### config.mk
export PLATFORM = sky130hd
export DESIGN_NAME = rq_mul_seq
export DESIGN_NICKNAME = d
export VERILOG_FILES = /design/src/rtl/rq_mul_seq.sv
export SDC_FILE = /design/constraint.sdc
export NUM_CORES = 2
export LEC_CHECK = 0
export CORE_AREA = 2 2 547 549
export DETAILED_ROUTE_END_ITERATION = 10
export DIE_AREA = 0 0 549 551
export GPL_ROUTABILITY_DRIVEN = 0
export SYNTH_ARGS = -nofsm -noshare
export SYNTH_HDL_FRONTEND = slang
export SYNTH_SLANG_ARGS = --single-unit
### constraint.sdc
create_clock -name clk -period 52.6 [get_ports clk]
set_input_delay 5.26 -clock clk [delete_from_list [all_inputs] [get_ports clk]]
set_output_delay 5.26 -clock clk [all_outputs]
set_load 0.01 [all_outputs]
### src/rtl/rq_mul_seq.sv
// Coefficient sequencer for a ternary-operand ring multiplier: latches r, clears the
// accumulator array, steps through N coefficients and waits out the multiplier latency.
// Optional abort input enabled by defining RQ_MUL_SEQ_ABORT_EN.
module rq_mul_seq #(
    parameter int N       = 701,
    parameter int R_W     = 2,
    parameter int MUL_LAT = 1
) (
    input  logic                  clk,
    input  logic                  rst,
    input  logic                  start_valid,
    output logic                  start_ready,
    input  logic [N*R_W-1:0]      r_in,
`ifdef RQ_MUL_SEQ_ABORT_EN
    input  logic                  abort,
`endif
    output logic                  mul_clr,
    output logic                  mul_step,
    output logic [R_W-1:0]        mul_coef,
    output logic [$clog2(N)-1:0]  coef_idx,
    output logic                  busy,
    output logic                  done_valid,
    input  logic                  done_ready
);

    localparam int                IDX_W    = $clog2(N);
    localparam logic [IDX_W-1:0]  IDX_LAST = IDX_W'(N - 1);
    localparam logic [2:0]        DRN_LAST = 3'((MUL_LAT > 0) ? (MUL_LAT - 1) : 0);

    typedef enum logic [2:0] {
        S_IDLE,
        S_CLEAR,
        S_RUN,
        S_DRAIN,
        S_DONE
    } state_t;

    state_t             state, state_nxt;
    logic [IDX_W-1:0]   idx_q;
    logic [2:0]         drn_q;
    logic [N*R_W-1:0]   r_buf;
    logic               abort_i;

`ifdef RQ_MUL_SEQ_ABORT_EN
    assign abort_i = abort;
`else
    assign abort_i = 1'b0;
`endif

    always_ff @(posedge clk) begin
        if (rst) begin
            state <= S_IDLE;
            idx_q <= '0;
            drn_q <= '0;
        end else begin
            state <= state_nxt;
            idx_q <= (state == S_RUN && state_nxt == S_RUN) ? idx_q + IDX_W'(1) : '0;
            drn_q <= (state == S_DRAIN && state_nxt == S_DRAIN) ? drn_q + 3'd1 : 3'd0;
        end
    end

    // Operand buffer shifts down so the current coefficient always sits in the low bits.
    always_ff @(posedge clk) begin
        if (state == S_IDLE && start_valid) begin
            r_buf <= r_in;
        end else if (state == S_RUN) begin
            r_buf <= r_buf >> R_W;
        end
    end

    always_comb begin
        state_nxt   = state;
        start_ready = 1'b0;
        mul_clr     = 1'b0;
        mul_step    = 1'b0;
        mul_coef    = '0;
        coef_idx    = '0;
        busy        = 1'b1;
        done_valid  = 1'b0;
        case (state)
            S_IDLE: begin
                busy        = 1'b0;
                start_ready = 1'b1;
                if (start_valid) state_nxt = S_CLEAR;
            end
            S_CLEAR: begin
                mul_clr   = 1'b1;
                state_nxt = S_RUN;
            end
            S_RUN: begin
                mul_step = 1'b1;
                mul_coef = r_buf[R_W-1:0];
                coef_idx = idx_q;
                if (idx_q == IDX_LAST) state_nxt = (MUL_LAT == 0) ? S_DONE : S_DRAIN;
            end
            S_DRAIN: begin
                if (drn_q == DRN_LAST) state_nxt = S_DONE;
            end
            S_DONE: begin
                done_valid = 1'b1;
                if (done_ready) state_nxt = S_IDLE;
            end
            default: state_nxt = S_IDLE;
        endcase
        // Abort only cancels work in flight; a finished product still waits for its consumer.
        if (abort_i && (state == S_CLEAR || state == S_RUN || state == S_DRAIN)) begin
            state_nxt = S_IDLE;
        end
    end

endmodule

After elaboration in Yosys (flattened, before gate mapping)
Index checks and enable logic that the tools add are counted.
{"block": "classes", "add_sub_neg": 2, "mul": 0, "div_mod_pow": 0, "n_lt_le_gt_ge": 0, "eq_ne": 7, "shift": 0, "n_mux": 14, "n_bitwise": 2, "n_reduce_logical": 8}
{"op": "$mux W1402", "n": 2}
{"op": "$pmux W3 S5", "n": 1}
{"op": "$eq A3 B2 Y1 const B", "n": 4}
{"op": "$mux W3", "n": 4}
{"op": "$add A10 B1 Y10 const B", "n": 1}
{"op": "$eq A10 B10 Y1 const B", "n": 1}
{"op": "$mux W10", "n": 1}
{"op": "$logic_not A3 Y1", "n": 2}
{"op": "$mux W1", "n": 5}
{"op": "$reduce_or A2 Y1", "n": 2}
{"op": "$add A3 B1 Y3 const B", "n": 1}
{"op": "$eq A3 B1 Y1 const B", "n": 1}
{"op": "$eq A3 B3 Y1 const B", "n": 1}
{"op": "$logic_and A1 B1 Y1", "n": 3}
{"op": "$mux W2", "n": 1}
{"op": "$not A1 Y1", "n": 2}
{"op": "$reduce_bool A2 Y1", "n": 1}
{"block": "totals", "register_bits": 1418, "latch_bits": 0, "ram_bits": 0, "mem_bits_ro": 0, "word_cells": 37, "mem_count": 0}

Depth between registers and ports, before layout
{"block": "logic_depth", "word_depth": 7, "mapped_depth": 8, "mapped_depth_nobuf": 6}

Least setup slack after synthesis
Ideal clock, no wire load.
{"block": "synth_timing", "kind": "in2reg", "start": "input port start_valid", "end": "register r_buf[0] (enable)", "t_arrival_ps": 28429, "required_time_ps": 43029, "setup_slack_ps": 14600, "path_stages": 7, "path_buffers": 4, "path_cell_list": "nand2b_4 or3_1 buf_2 buf_6 buf_6 buf_6 nand2_1"}
{"block": "synth_between", "elab_chain_len": 2}
{"element": "start: declaration", "line_no": "11", "text": "input logic start_valid,"}
{"element": "$logic_and A1 B1 Y1", "line_no": "64", "text": "if (state == S_IDLE && start_valid) begin"}
{"element": "$reduce_bool A2 Y1 (no line)"}
{"element": "end signal: assignment", "line_no": "65", "text": "r_buf <= r_in;"}
{"element": "end signal: assignment", "line_no": "67", "text": "r_buf <= r_buf >> R_W;"}
{"element": "end: declaration", "line_no": "41", "text": "logic [N*R_W-1:0] r_buf;"}
Every way passes these cells.
A chain may end at the register's enable or synchronous reset.

Worst setup path in the final report
{"block": "layout_timing", "start": "input port start_valid", "end": "register r_buf[1016] (enable)"}
Same word-level chain as after synthesis.

==> insert_results.sql <==
INSERT INTO impl_metrics (metric_group, metric, value, unit) VALUES
('run_status', 'status', 'finished, final reports clean', ''),
('pwr', 'power.density_cell_area', '37.4', 'nW/µm²'),
('pwr', 'p_leak', '34.7', 'nW'),
('timing', 'grt_setup_unrepaired', 'false', ''),
('timing', 'fin_tns_setup', '0', 'ps'),
('placed_design', 'buffer_ports.inserted', '1422', ''),
('final_layout', 'sequential_cell_area', '42400', 'µm²'),
('timing', 'layout_worst_path_cycle_share', '0.225', ''),
('timing', 'timing.clock.skew', '56.9', 'ps'),
('global_route', 'grt_antenna_before_repair', '84', ''),
('die', 'chipWidth', '549', 'µm'),
('route', 'postRouteAntennaNets', '0', ''),
('route', 'dr_total_vias', '45231', ''),
('final_layout', 'final_core_utilization', '0.283', ''),
('final_layout', 'final_cell_area', '83700', 'µm²'),
('pwr', 'power.net_switching', '0.000816', 'W'),
('logic_synthesis', 'synthDominantAreaCellType', 'edfxtp_1', ''),
('logic_synthesis', 'synth_cell_type_count', '29', ''),
('global_route', 'grt_overflow', '0', ''),
('logic_synthesis', 'ys_seq_elements', '1418', ''),
('logic_synthesis', 'netlist_area', '60900', 'µm²'),
('logic_synthesis', 'postSynthCellCount', '6017', ''),
('worst_setup_path', 'worst-path-max-fanout', '168', ''),
('timing', 'finalWorstPathRequiredPeriod', '11830', 'ps'),
('logic_synthesis', 'synth.yosys.warnings', '0', ''),
('cts', 'cts_sinks', '1418', ''),
('final_layout', 'layout_area_growth_over_synthesis', '37.5', '%'),
('die', 'boundaryPins', '1423', ''),
('cts', 'number_of_buffers_added_by_the_clock_tree_synthesis_step', '170', ''),
('logic_synthesis', 'netlist_top_cells_area', 'edfxtp_1 69%, nand2_1 26%, buf_6 1.8%', ''),
('cts', 'clock_tree.htree_level_count', '4', ''),
('route', 'wire_per_inst', '17.4', 'µm'),
('worst_setup_path', 'crit_path_top_delay_cell', 'buf_4', ''),
('worst_setup_path', 'crit_path_start_kind', 'primary input', ''),
('placed_design', 'detailedPlacementHpwl', '141000', 'µm'),
('die', 'die-area', '302000', 'µm²'),
('route', 'drc_errors', '0', ''),
('pwr', 'share_seq_of_total_power', '0.489', ''),
('timing', 'clock.fmax', '84.5', 'MHz'),
('timing', 'postLayoutSetupSlackWorst', '40770', 'ps'),
('timing', 'setup-violations-final', '0', ''),
('worst_setup_path', 'critical_path_data_required_time', '53000', 'ps'),
('route', 'detail_route.iter0.violations', '3772', ''),
('logic_synthesis', 'avgSynthCellArea', '10.1', 'µm²'),
('global_route', 'grt_use_total', '0.125', ''),
('pwr', 'ir_worst_vdd', '36.7', 'µV'),
('worst_setup_path', 'critical_path.max_stage_delay', '870', 'ps'),
('logic_synthesis', 'synthArstFlopShare', '0', ''),
('cts', 'clk_latency', '820', 'ps'),
('logic_synthesis', 'synth_top_flop_cell', 'edfxtp_1', ''),
('flow_run', 'max_cap_viol_count', '0', ''),
('pwr', 'pwr-share-comb', '0.141', ''),
('die', 'core.rowCount', '200', ''),
('route', 'via_density', '3.95', ''),
('cts', 'cts_setup_buffers', '0', ''),
('final_layout', 'multi_input_comb_area', '16300', 'µm²'),
('global_route', 'grt_start_max_net_pins', '215', ''),
('pwr', 'cellInternalPower', '0.00231', 'W'),
('cts', 'tritoncts', 'yes', ''),
('cts', 'ctsHoldBuffers', '0', ''),
('placed_design', 'dpl_cell_area', '78300', 'µm²'),
('worst_setup_path', 'setup.worst_path.end_class', 'register', ''),
('final_layout', 'layout.nets', '8755', ''),
('die', 'die_height', '551', 'µm'),
('die', 'floorplan.core_area', '296000', 'µm²'),
('timing', 'maxSlewHeadroom', '0.236', ''),
('cts', 'cts.root.buffer_cell', 'clkbuf_16', ''),
('cts', 'clkSlewWorstSetupHoldPaths', '60', 'ps'),
('cts', 'post_cts_resize_count', '0', ''),
('global_route', 'grt_first_pass_wirelength', '285000', 'µm'),
('timing', 'slew_violations', '0', '');
state kept, by name (all words and copies together), names as in the netlist:
signal / count
r_buf: 1402
idx_q: 10
drn_q: 3
state: 3
cells in the mapped netlist (2+ instances only):
| master | number |
|---|---|
| and3_1 | 12 |
| inv_1 | 8 |
| and2_1 | 2 |
| nand4_1 | 2 |
| nand2b_1 | 2 |
| clkbuf_1 | 17 |
| xor2_1 | 7 |
| buf_6 | 99 |
| dfxtp_1 | 16 |
| edfxtp_1 | 1402 |
| nor2_1 | 18 |
| or3_1 | 2 |
| xnor2_1 | 2 |
| ha_1 | 4 |
| nand3_1 | 5 |
| buf_2 | 200 |
| nand4b_1 | 2 |
| nand2_1 | 4205 |
| o22a_1 | 2 |
cells in the final DEF (no fill, tap or decap), types with 18 or more instances in the layout:
master	Yosys	final
nand2_1	4205	4204
clkdlybuf4s50_1	0	1422
edfxtp_1	1402	1402
clkbuf_16	0	170
buf_4	0	43
diode_2	0	37
clkinv_1	0	33
clkbuf_1	17	33
clkinv_2	0	24
nor2_1	18	18
stage by stage:
stage,hold WS [ps],total power (W),instances
2_1_floorplan,417,0.00201,6017
3_3_place_gp,434,0.00200,11112
3_5_place_dp,436,0.00201,11112
4_1_cts,451,0.00318,11407
5_1_grt,476,0.00328,11429
6_report,451,0.00313,11444
routing by layer:
metal | wire (µm) | vias to the layer above | track usage
met4 | 5440 | 78 | 0.0423
met3 | 17800 | 331 | 0.0432
met5 | 527 | - | 0
met1 | 75100 | 21307 | 0.139
li1 | - | 22072 | -
met2 | 100000 | 1443 | 0.222
logic make-up (layout without fill, tap and decap cells):
group	after synthesis	in the layout	synth area share
xor gates and xnor gates	9	9	0.00129
AOI/OAI and AO/OA	4	4	0.000452
buffers and inverters	324	1775	0.0363
adders and majority gates	4	4	0.000822
and+or+nand+nor	4258	4258	0.264
other	0	37	0
DFF	1418	1418	0.697
critical path, delay by kind of cell:
kind / cells / cell delay [ps]
buf+inv: 7 / 5000
simple gates: 3 / 1190
worst paths after layout:
kind	from	end	slack (ps)	cells after the start
max reg2reg	state[1]	r_buf[1016]	44740	8
min	drn_q[0]	drn_q[0]	450	1
max	start_valid	r_buf[1016]	40770	10
min reg2reg	drn_q[0]	drn_q[0]	450	1
layout make-up:
type,count,share of cell area
Inverter,8,0.000359
Tap cell,3939,0.0589
Timing Repair Buffer,1472,0.176
Clock inverter,91,0.0109
Clock buffer,204,0.0524
Antenna cell,37,0.00111
Sequential cell,1418,0.507
Multi-Input combinational cell,4275,0.194
power groups by stage:
stage / Sequential [W] / Combinational (W) / Clock (W)
floorplan: 0.00175 / 0.000260 / 0
global placement: 0.00155 / 0.000446 / 0
detailed placement: 0.00155 / 0.000452 / 0
CTS: 0.00153 / 0.000454 / 0.00119
global route: 0.00155 / 0.000502 / 0.00123
finish: 0.00153 / 0.000442 / 0.00116
Power figures use the tool's default switching activity.
